File: config.mk
export PLATFORM = sky130hd
export DESIGN_NAME = btn_debouncer
export DESIGN_NICKNAME = d
export VERILOG_FILES = /design/src/rtl/btn_pkg.sv /design/src/rtl/sync_edge.sv /design/src/rtl/btn_debouncer.sv
export SDC_FILE = /design/constraint.sdc
export NUM_CORES = 1
export LEC_CHECK = 0
export ABC_AREA = 1
export CORE_MARGIN = 4
export CORE_UTILIZATION = 54
export CTS_CLUSTER_DIAMETER = 150
export DETAILED_ROUTE_END_ITERATION = 16
export PLACE_DENSITY = 0.73
export SLEW_MARGIN = 10
export SYNTH_ARGS = -nofsm -noshare
export SYNTH_HDL_FRONTEND = slang
export SYNTH_SLANG_ARGS = --single-unit
File: constraint.sdc
create_clock -name clk -period 1.8 [get_ports clk]
set_input_delay 0.36 -clock clk [delete_from_list [all_inputs] [get_ports clk]]
set_output_delay 0.36 -clock clk [all_outputs]
set_load 0.02 [all_outputs]
File: src/rtl/btn_pkg.sv
// rtl/btn_pkg.sv - shared types and defaults for the push-button debouncer
//
// Purpose : FSM state type, default tick counts and synchronizer depth
//           shared by btn_debouncer and sync_edge.
// Ports   : none (package)
package btn_pkg;

   typedef enum logic [1:0] {
      IDLE         = 2'd0,
      PRESS_WAIT   = 2'd1,
      PRESSED      = 2'd2,
      RELEASE_WAIT = 2'd3
   } btn_state_t;

   localparam int DEF_DEBOUNCE_TICKS = 4;    // ~31 ms at 128 Hz
   localparam int DEF_REPEAT_DELAY   = 64;   // 0.5 s before first repeat
   localparam int DEF_REPEAT_PERIOD  = 16;   // 125 ms between repeats
   localparam int DEF_CNT_W          = 8;
   localparam int SYNC_STAGES        = 2;

endpackage

File: src/rtl/sync_edge.sv
// rtl/sync_edge.sv - synchronizer with rising-edge pulse for the divider strobe
//
// Purpose : brings the 128 Hz divider output into clk and turns each rising
//           edge into a single-clk pulse.
// Ports   : clk  - system clock
//           rst  - asynchronous reset, active-high
//           din  - asynchronous level input
//           rise - one-clk pulse per rising edge of the synchronized level
module sync_edge
   import btn_pkg::*;
(
   input  logic clk,
   input  logic rst,
   input  logic din,
   output logic rise
);

   logic [SYNC_STAGES-1:0] sr;
   logic                   prev;

   always_ff @(posedge clk or posedge rst) begin
      if (rst) begin
         sr   <= '0;
         prev <= 1'b0;
      end else begin
         sr   <= {sr[SYNC_STAGES-2:0], din};
         prev <= sr[SYNC_STAGES-1];
      end
   end

   assign rise = sr[SYNC_STAGES-1] & ~prev;

endmodule

File: src/rtl/btn_debouncer.sv
// rtl/btn_debouncer.sv - push-button debouncer sampling on the 128 Hz divider strobe
//
// Purpose : accepts a level change only after DEBOUNCE_TICKS consecutive
//           agreeing samples, taken on rising edges of the divider output.
//           Optional macro BTN_AUTOREPEAT_EN adds auto-repeat press pulses
//           while the button stays held.
// Ports   : clk         - 50 MHz system clock
//           rst         - asynchronous reset, active-high
//           btn_raw     - raw bouncing button, 1 = pressed
//           tick_in     - 128 Hz square wave from the divider (0 while disabled)
//           div_en      - divider enable
//           btn_level   - debounced level
//           btn_press   - one-clk pulse on accepted press (and on repeats)
//           btn_release - one-clk pulse on accepted release
module btn_debouncer
   import btn_pkg::*;
#(
   parameter int DEBOUNCE_TICKS = DEF_DEBOUNCE_TICKS,
   parameter int CNT_W          = DEF_CNT_W,
   parameter int REPEAT_DELAY   = DEF_REPEAT_DELAY,
   parameter int REPEAT_PERIOD  = DEF_REPEAT_PERIOD
)(
   input  logic clk,
   input  logic rst,
   input  logic btn_raw,
   input  logic tick_in,
   output logic div_en,
   output logic btn_level,
   output logic btn_press,
   output logic btn_release
);

   // Counter stops at the largest target it ever has to reach, so it cannot wrap.
   localparam int CNT_MAX =
      (DEBOUNCE_TICKS > REPEAT_DELAY)
         ? ((DEBOUNCE_TICKS > REPEAT_PERIOD) ? DEBOUNCE_TICKS : REPEAT_PERIOD)
         : ((REPEAT_DELAY   > REPEAT_PERIOD) ? REPEAT_DELAY   : REPEAT_PERIOD);
   localparam logic [CNT_W-1:0] CNT_SAT = CNT_W'(CNT_MAX);
   localparam logic [CNT_W-1:0] DB_TGT  = CNT_W'(DEBOUNCE_TICKS);

   btn_state_t             state, state_nx;
   logic [CNT_W-1:0]       cnt, cnt_nx, cnt_inc;
   logic                   level_nx, press_nx, release_nx;
   logic [SYNC_STAGES-1:0] btn_sr;
   logic                   btn_s;
   logic                   tick;

`ifdef BTN_AUTOREPEAT_EN
   localparam logic [CNT_W-1:0] REP_DLY = CNT_W'(REPEAT_DELAY);
   localparam logic [CNT_W-1:0] REP_PER = CNT_W'(REPEAT_PERIOD);
   // Set once the first repeat has fired; later repeats use the shorter period.
   logic rep_on, rep_on_nx;
`endif

   sync_edge u_tick_sync (
      .clk  (clk),
      .rst  (rst),
      .din  (tick_in),
      .rise (tick)
   );

   assign btn_s   = btn_sr[SYNC_STAGES-1];
   assign cnt_inc = (cnt == CNT_SAT) ? cnt : cnt + CNT_W'(1);

   always_ff @(posedge clk or posedge rst) begin
      if (rst) begin
         btn_sr      <= '0;
         state       <= IDLE;
         cnt         <= '0;
         btn_level   <= 1'b0;
         btn_press   <= 1'b0;
         btn_release <= 1'b0;
`ifdef BTN_AUTOREPEAT_EN
         rep_on      <= 1'b0;
`endif
      end else begin
         btn_sr      <= {btn_sr[SYNC_STAGES-2:0], btn_raw};
         state       <= state_nx;
         cnt         <= cnt_nx;
         btn_level   <= level_nx;
         btn_press   <= press_nx;
         btn_release <= release_nx;
`ifdef BTN_AUTOREPEAT_EN
         rep_on      <= rep_on_nx;
`endif
      end
   end

   always_comb begin
      state_nx   = state;
      cnt_nx     = cnt;
      level_nx   = btn_level;
      press_nx   = 1'b0;
      release_nx = 1'b0;
      div_en     = 1'b0;
`ifdef BTN_AUTOREPEAT_EN
      rep_on_nx  = rep_on;
`endif
      case (state)
         IDLE: begin
            cnt_nx = '0;
            if (btn_s) state_nx = PRESS_WAIT;
         end
         PRESS_WAIT: begin
            div_en = 1'b1;
            if (tick) begin
               if (!btn_s) begin
                  state_nx = IDLE;
                  cnt_nx   = '0;
               end else if (cnt_inc == DB_TGT) begin
                  state_nx = PRESSED;
                  cnt_nx   = '0;
                  level_nx = 1'b1;
                  press_nx = 1'b1;
               end else begin
                  cnt_nx = cnt_inc;
               end
            end
         end
         PRESSED: begin
`ifdef BTN_AUTOREPEAT_EN
            div_en = 1'b1;
            if (!btn_s) begin
               state_nx  = RELEASE_WAIT;
               cnt_nx    = '0;
               rep_on_nx = 1'b0;
            end else if (tick) begin
               if (cnt_inc == (rep_on ? REP_PER : REP_DLY)) begin
                  press_nx  = 1'b1;
                  cnt_nx    = '0;
                  rep_on_nx = 1'b1;
               end else begin
                  cnt_nx = cnt_inc;
               end
            end
`else
            if (!btn_s) begin
               state_nx = RELEASE_WAIT;
               cnt_nx   = '0;
            end
`endif
         end
         RELEASE_WAIT: begin
            div_en = 1'b1;
            if (tick) begin
               if (btn_s) begin
                  state_nx = PRESSED;
                  cnt_nx   = '0;
               end else if (cnt_inc == DB_TGT) begin
                  state_nx   = IDLE;
                  cnt_nx     = '0;
                  level_nx   = 1'b0;
                  release_nx = 1'b1;
               end else begin
                  cnt_nx = cnt_inc;
               end
            end
         end
         default: begin
            state_nx = IDLE;
            cnt_nx   = '0;
         end
      endcase
   end

endmodule

==> metrics.cfg, run 1 <==
[clock_network]
clock_latency_ns=0.31
root_buffer=clkbuf_4
clock_path_buffers=2
holdBufCountCts=0
tritoncts=done
htreeDepth=1
cts.clk_slew.worst_paths_ns=0.11
cts_buffers=3
cts_resized=0
cts.sinks=18
cts_setup_buffers=0

[synth]
synth_edf_count=0
syn-cell-area_sq_um=892
yosys_most_used_dff=dfrtp_1
synth_nets=116
yosysUniqueCellTypes=20
syn_avg_cell_area_sq_um=8.11
yosysMostFrequentCell=nand2_1
synth_top_area_share=0.505
postSynthCellCount=110
ys_seq_elements=18
ys_top_cells_by_count=26 x nand2_1, 18 x dfrtp_1, 16 x inv_1
synth_seq_area_share=0.505
ys_warn_count=0
yosys-top-cells-area=dfrtp_1 50%, nand2_1 11%, inv_1 6.7%
synth-async-reset-ratio=1.00
yosysTopAreaCell=dfrtp_1

[global_route]
grt_pass1_vias=729
met1_usage=0.229
antenna_found_initial=0
grt_max_degree=19
met2_usage=0.257
grt_pass1_wl_mm=3.23
grt_overflow=0
grt_use_met3=0.0307
track_usage=0.166
grt.busiest_layer=met2

[worst_setup_path]
slowest_stage=dfrtp_1
cp_data_required_time_ns=2.00
start_kind=flop
worstPathMaxFanout=4
crit_path_max_incr_delay_ns=0.43
cp_cell_sequence=inv_1 > ha_1 > nand3b_1 > nor2_2 > nand2_2 > nand2_2 > nand2_1 > nand2_1 > nand2_1
critPathTopFamily=simple AND/OR/NAND/NOR gates
critPathMostFrequentCell=nand2_1
end_kind=flop
arrival_ns=1.87
critPathBufInv=1
worst-setup-path-type=reg -> reg
r2r_slack_ns=0.13

[power_and_ir_drop]
p_per_area_nw_per_um2=1060
vdd_drop_max_v=0.000563
p_leak_nw=0.508
power_mw=1.10
p_clk_frac=0.234
p_comb_frac=0.300
switching_share=0.343
p_int_uw=722
switchingPower_uw=376
p_seq_frac=0.465

[cells_and_area]
num_antenna_cells=0
design_area_sq_um=1040
instances_no_fill=138
multi_input_area_sq_um=370
area_growth_pct=16.1
num-fill-cells=144
layout-drive-gt1-share=0.115
nets=129
ff_latch_area_sq_um=450

[timing]
setup_viol=0
totalNegativeSetupSlack_ns=0
finalMaxSlewViolations=0
fmax_mhz=598
min_period_ns=1.67
tightest_slew_ns=0.311
period_share=0.928
rsz0062_at_grt=false
hold_viol_final=0
fin_skew_ns=0.0154
relSlewSlack=0.792

[drt]
drc=0
drtIter0Drc=10
antenna_left=0
post_drt_wl_per_cell_um=12.1
drt_pass1_iterations=4
via_count=736
viasPerCell=5.33
routed_wl_mm=1.67

[placement]
place_inst=134
place_congestion=0.904
portBuffers=7
place_area_sq_um=997
hpwl_mm=1.23

[floorplan]
ioPinCount=8
die_area_sq_um=2370
start_util=0.579
core-area_sq_um=1540
die_y_um=48.6
row_count=14
die_width_um=48.6

[status]
status=finished clean

[job]
max_cap_viol_count=0

[hold_path]
hp-class=in -> async

[path summary, 6_finish.rpt]
kind	from	endpoint	cells past startpoint
worst max-delay path	cnt[0]	flop	9
worst min-delay path	rst	cnt[0]	3
worst max register to register	cnt[0]	flop	9
worst min register to register	u_tick_sync.sr[0]	u_tick_sync.sr[1]	0
max in group asynchronous	rst	cnt[5]	3
min in group clk	u_tick_sync.sr[0]	u_tick_sync.sr[1]	0
[worst register-to-register path, delay by kind of cell, from the launching register on]
family	cells	cell delay [ns]
adders and majority gates	1	0.28
and+or+nand+nor	7	0.67
DFF	1	0.43
buffers and inverters	1	0.17
[cell usage in the layout, fill, tap and decap left out, types with 3 or more instances in the layout]
cell             count
nand2_1             26
clkdlybuf4s50_1      6
clkbuf_4             3
o21ai_0              5
buf_4                3
dfrtp_1             18
inv_1               16
nand4_1              4
nor2_1              12
nand3_1              6
o22ai_1              5
[stage by stage]
| stage | hold WS, ns | util | worst slack, ns |
|---|---|---|---|
| 2_1_floorplan | 0.299 | - | 0.313 |
| 3_3_place_gp | 0.334 | 0.647 | 0.224 |
| 3_5_place_dp | 0.343 | 0.647 | 0.178 |
| 4_1_cts | 0.367 | 0.670 | 0.0298 |
| 5_1_grt | 0.377 | 0.672 | 0.0187 |
| 6_report | 0.350 | 0.672 | 0.129 |
[metal layers]
metal | up-vias | share of wire
met4 | 0 | 0.020
met1 | 341 | 0.48
li1 | 377 | -
met3 | 6 | 0.039
met2 | 12 | 0.46
met5 | - | 0
[power by group through the flow]
stage	combinational [mW]	sequential, mW	clock (mW)
CTS	0.335	0.511	0.260
detailed placement	0.333	0.518	0
global placement	0.327	0.516	0
finish	0.330	0.511	0.257
global route	0.375	0.520	0.282
floorplan	0.228	0.507	0
[registers in the layout, summed over array words and instances (netlist names), named ones only]
signal,flops
btn_level,1
btn_press,1
btn_release,1
btn_sr,2
cnt,8
state,1
u_tick_sync.prev,1
u_tick_sync.sr,2
[layout make-up]
type / instances / share of cell area
sequential: 18 / 0.435
multi-input combinational: 73 / 0.357
timing repair buffer: 10 / 0.0918
inverter: 17 / 0.0616
tap: 16 / 0.0193
clock buffer: 4 / 0.0350
[logic make-up (layout without fill, tap and decap cells)]
group / count (synthesis) / in the layout / synth area share
and+or+nand+nor: 56 / 56 / 0.285
buffers and inverters: 19 / 31 / 0.0799
DFF: 18 / 18 / 0.505
AOI/OAI and AO/OA: 14 / 14 / 0.0926
adders and majority gates: 2 / 2 / 0.0280
xor gates and xnor gates: 1 / 1 / 0.00982
Note: power is estimated with default switching activity, not from simulation.
==> run 2: changes to the inputs <==
Settings changed: MAX_ROUTING_LAYER from default to met4.
==> metrics.cfg, run 2 (synthesis gave the netlist of run 1 again) <==
[status]
status=finished clean

[cells_and_area]
multi_input_area_sq_um=370  ; unchanged
top_regs=cnt x8, btn_sr x2, u_tick_sync.sr x2
num_antenna_cells=0  ; unchanged
instances_no_fill=138  ; unchanged
design_area_sq_um=1040  ; unchanged
nets=129  ; unchanged
ff_latch_area_sq_um=450  ; unchanged
layout-drive-gt1-share=0.115  ; unchanged
num-fill-cells=144  ; unchanged
utilization=0.672  ; unchanged
top_register=cnt
area_growth_pct=16.1  ; unchanged
layout_commonest_cell=nand2_1
mostFrequentLayoutCells=26 x nand2_1, 18 x dfrtp_1, 16 x inv_1
largest_reg_flops=8  ; unchanged

[floorplan]
core-area_sq_um=1540  ; unchanged
ioPinCount=8  ; unchanged
die_area_sq_um=2370  ; unchanged
die_y_um=48.6  ; unchanged
start_util=0.579  ; unchanged
row_count=14  ; unchanged
die_width_um=48.6  ; unchanged

[worst_setup_path]
crit_path_max_incr_delay_ns=0.43  ; about the same
worst-setup-path-type=reg -> reg
worstPathMaxFanout=4  ; unchanged
r2r_slack_ns=0.13  ; about the same
cp_data_required_time_ns=2.00  ; about the same
worstReg2RegStart=cnt[0]
slowest_stage=dfrtp_1
cp_cell_sequence=inv_1 > ha_1 > nand3b_1 > nor2_2 > nand2_2 > nand2_2 > nand2_1 > nand2_1 > nand2_1
critPathMostFrequentCell=nand2_1
reg2reg_depth=9  ; unchanged
arrival_ns=1.87  ; about the same
critPathBufInv=1  ; unchanged
start_kind=flop
critPathTopFamily=simple AND/OR/NAND/NOR gates
end_kind=flop

[timing]
fin_hold_ws_ns=0.349  ; -0.000466 ns
fmax_mhz=598  ; about the same
fin_ws_ns=0.128  ; -0.000515 ns
totalNegativeSetupSlack_ns=0  ; unchanged
setup_viol=0  ; unchanged
rsz0062_at_grt=false
hold_viol_final=0  ; unchanged
tightest_slew_ns=0.311  ; +0.0000880 ns
finalMaxSlewViolations=0  ; unchanged
min_period_ns=1.67  ; +0.000515 ns
period_share=0.929  ; about the same
fin_skew_ns=0.0158  ; +0.000398 ns
relSlewSlack=0.792  ; about the same

[power_and_ir_drop]
vdd_drop_max_v=0.000563  ; about the same
p_leak_nw=0.508  ; unchanged
p_per_area_nw_per_um2=1060  ; about the same
power_mw=1.10  ; about the same

[drt]
via_count=738  ; +0.27%
routed_wl_mm=1.67  ; about the same
drc=0  ; unchanged
post_drt_wl_per_cell_um=12.1  ; about the same
drtIter0Drc=14  ; +4
viasPerCell=5.35  ; +0.27%
drt_pass1_iterations=4  ; unchanged
antenna_left=0  ; unchanged

[clock_network]
cts_buffers=3  ; unchanged
clock_latency_ns=0.31  ; about the same
root_buffer=clkbuf_4
cts.sinks=18  ; unchanged
htreeDepth=1  ; unchanged
tritoncts=done
cts_setup_buffers=0  ; unchanged
cts_resized=0  ; unchanged
cts.clk_slew.worst_paths_ns=0.11  ; about the same
holdBufCountCts=0  ; unchanged
clock_path_buffers=2  ; unchanged

[placement]
portBuffers=7  ; unchanged
hpwl_mm=1.23  ; unchanged
place_inst=134  ; unchanged
place_congestion=0.919  ; +1.7%
pre_cts_ws_ns=0.178  ; unchanged
place_area_sq_um=997  ; unchanged

[global_route]
antenna_found_initial=0  ; unchanged
grt_overflow=0  ; unchanged
grt_use_met3=0.0307  ; unchanged
grt_max_degree=19  ; unchanged
met2_usage=0.257  ; unchanged
grt_pass1_wl_mm=3.24  ; +0.43%
met1_usage=0.231  ; +0.00196
track_usage=0.172  ; +0.00526
grt.busiest_layer=met2
grt_pass1_vias=726  ; -0.41%

[job]
max_cap_viol_count=0  ; unchanged

[hold_path]
hp-class=in -> async

[run 2: cell counts in the layout (fill, tap and decap cells not counted)]
Identical to the previous run, type by type.
[run 2: worst max-delay path by stage]
stage | from | endpoint | slack, ns | cells past startpoint
finish | cnt[0] | flop | 0.13 | 9
global route | cnt[1] | flop | 0.02 | 12
CTS | state[0] | div_en | 0.03 | 1
detailed placement | cnt[0] | flop | 0.18 | 9
global placement | cnt[0] | flop | 0.22 | 9
floorplan | cnt[0] | flop | 0.31 | 9
[run 2: area by class of cell]
| type | instances | share of cell area |
|---|---|---|
| Clock buffer | 4 | 0.0350 |
| Inverter | 17 | 0.0616 |
| Multi-Input combinational cell | 73 | 0.357 |
| Sequential cell | 18 | 0.435 |
| Tap cell | 16 | 0.0193 |
| Timing Repair Buffer | 10 | 0.0918 |
[run 2: worst reg2reg max path, stage by stage, from the launching register on]
cell      delay (ns)
dfrtp_1         0.43
inv_1           0.17
ha_1            0.28
nand3b_1        0.18
nor2_2          0.16
nand2_2         0.10
nand2_2         0.08
nand2_1         0.05
nand2_1         0.06
nand2_1         0.04
[run 2: metal layers]
metal / share of wire / vias up
met1: 0.48 / 343
met5: 0 / -
met3: 0.039 / 6
met4: 0.020 / 0
li1: - / 377
met2: 0.46 / 12
[run 2: power breakdown]
part	switching [mW]	internal, mW	total [mW]	leakage, nW
Clock	0.134	0.124	0.258	0.0210
Combinational	0.188	0.142	0.330	0.255
Sequential	0.0546	0.456	0.511	0.232
==> run 3: changes to the inputs <==
==> constraint.sdc (replaced) <==
create_clock -name clk -period 1.8 [get_ports clk]
set_input_delay 0.36 -clock clk [delete_from_list [all_inputs] [get_ports clk]]
set_output_delay 0.36 -clock clk [all_outputs]
set_load 0.01 [all_outputs]
==> metrics.cfg, run 3 (synthesis gave the netlist of run 1 again) <==
[timing]
rsz0062_at_grt=false
fmax_mhz=591  ; -1.2%
setup_viol=0  ; unchanged
finalMaxSlewViolations=0  ; unchanged
tightest_slew_ns=0.311  ; unchanged
period_share=0.940  ; +0.0114
min_period_ns=1.69  ; +0.0206 ns
totalNegativeSetupSlack_ns=0  ; unchanged
fin_ws_ns=0.108  ; -0.0206 ns
hold_viol_final=0  ; unchanged
fin_skew_ns=0.0158  ; -0.00000110 ns
relSlewSlack=0.792  ; unchanged

[clock_network]
htreeDepth=1  ; unchanged
holdBufCountCts=0  ; unchanged
cts_resized=0  ; unchanged
tritoncts=done
cts_buffers=3  ; unchanged
clock_path_buffers=2  ; unchanged
cts.clk_slew.worst_paths_ns=0.11  ; about the same
clock_latency_ns=0.31  ; about the same
cts_setup_buffers=0  ; unchanged
cts.sinks=18  ; unchanged
root_buffer=clkbuf_4

[global_route]
grt.busiest_layer=met2
grt_overflow=0  ; unchanged
met1_usage=0.231  ; unchanged
grt_pass1_wl_mm=3.24  ; unchanged
grt_max_degree=19  ; unchanged
antenna_found_initial=0  ; unchanged
grt_use_met3=0.0307  ; unchanged
met2_usage=0.257  ; unchanged
track_usage=0.172  ; unchanged
grt_pass1_vias=726  ; unchanged

[worst_setup_path]
critPathBufInv=1  ; unchanged
r2r_slack_ns=0.13  ; about the same
critPathTopFamily=buffers and inverters
slowest_stage=clkdlybuf4s50_1
cp_cell_sequence=clkdlybuf4s50_1
arrival_ns=1.33  ; -0.54 ns
cp_data_required_time_ns=1.44  ; -0.56 ns
worst-setup-path-type=reg -> out
end_kind=output port
start_kind=flop
worstPathMaxFanout=7  ; +3
crit_path_max_incr_delay_ns=0.58  ; +0.15 ns

[cells_and_area]
num-fill-cells=145  ; +0.69%
largest_reg_flops=8  ; unchanged
nets=129  ; unchanged
mostFrequentLayoutCells=26 x nand2_1, 18 x dfrtp_1, 16 x inv_1
area_growth_pct=15.8
top_regs=cnt x8, btn_sr x2, u_tick_sync.sr x2
layout-drive-gt1-share=0.115  ; unchanged
top_register=cnt
multi_input_area_sq_um=370  ; unchanged
instances_no_fill=138  ; unchanged
layout_commonest_cell=nand2_1
num_antenna_cells=0  ; unchanged
ff_latch_area_sq_um=450  ; unchanged

[hold_path]
hp-class=in -> async

[drt]
via_count=738  ; unchanged
post_drt_wl_per_cell_um=12.1  ; +0.12%
antenna_left=0  ; unchanged
viasPerCell=5.35  ; unchanged
routed_wl_mm=1.67  ; +0.12%
drtIter0Drc=14  ; unchanged
drc=0  ; unchanged
drt_pass1_iterations=4  ; unchanged

[placement]
place_inst=134  ; unchanged
place_congestion=0.919  ; unchanged
portBuffers=7  ; unchanged
pre_cts_ws_ns=0.178  ; unchanged
hpwl_mm=1.23  ; unchanged

[power_and_ir_drop]
p_comb_frac=0.294  ; -0.006
p_clk_frac=0.237  ; +0.002
power_mw=1.09  ; -0.87%
vdd_drop_max_v=0.000562  ; -0.13%
switchingPower_uw=366  ; -2.9%
p_leak_nw=0.506  ; -0.50%
p_int_uw=723  ; +0.19%
switching_share=0.336  ; -0.00699
p_seq_frac=0.469  ; +0.004
p_per_area_nw_per_um2=1050  ; -0.63%

[floorplan]
die_width_um=48.6  ; unchanged
ioPinCount=8  ; unchanged
core-area_sq_um=1540  ; unchanged
die_y_um=48.6  ; unchanged
row_count=14  ; unchanged
die_area_sq_um=2370  ; unchanged
start_util=0.579  ; unchanged

[job]
max_cap_viol_count=0  ; unchanged

[status]
status=finished clean

-- run 3: per-layer routing --
| metal | wire, um | part of all wire |
|---|---|---|
| met2 | 775 | 0.46 |
| met5 | 0 | 0 |
| met1 | 798 | 0.48 |
| met3 | 66 | 0.039 |
| met4 | 33 | 0.020 |
-- run 3: stage by stage --
| step | cell area [sq um] | utilization | hold WS (ns) |
|---|---|---|---|
| 6_report | 1030 | 0.670 | 0.349 |
| 5_1_grt | 1030 | 0.670 | 0.377 |
| 4_1_cts | 1030 | 0.670 | 0.367 |
| 3_5_place_dp | 997 | 0.647 | 0.343 |
| 3_3_place_gp | 997 | 0.647 | 0.334 |
| 2_1_floorplan | 892 | - | 0.299 |
-- run 3: final cells by class --
class	count	share of cell area
Clock buffer	4	0.0351
Timing Repair Buffer	10	0.0896
Tap cell	16	0.0194
Sequential cell	18	0.436
Multi-Input combinational cell	73	0.358
Inverter	17	0.0617
-- run 3: path summary, 6_finish.rpt --
path,from,to,cells past startpoint
min reg2reg,u_tick_sync.sr[0],u_tick_sync.sr[1],0
max,state[0],div_en,1
min,rst,cnt[0],3
max in group asynchronous,rst,cnt[5],3
min in group clk,u_tick_sync.sr[0],u_tick_sync.sr[1],0
max reg2reg,cnt[0],flop,9
-- run 3: power by group through the flow --
stage	Combinational (mW)	Clock, mW	Sequential, mW
6_report	0.320	0.258	0.511
3_5_place_dp	0.321	0	0.518
5_1_grt	0.364	0.282	0.521
3_3_place_gp	0.315	0	0.516
2_1_floorplan	0.223	0	0.502
4_1_cts	0.324	0.260	0.511
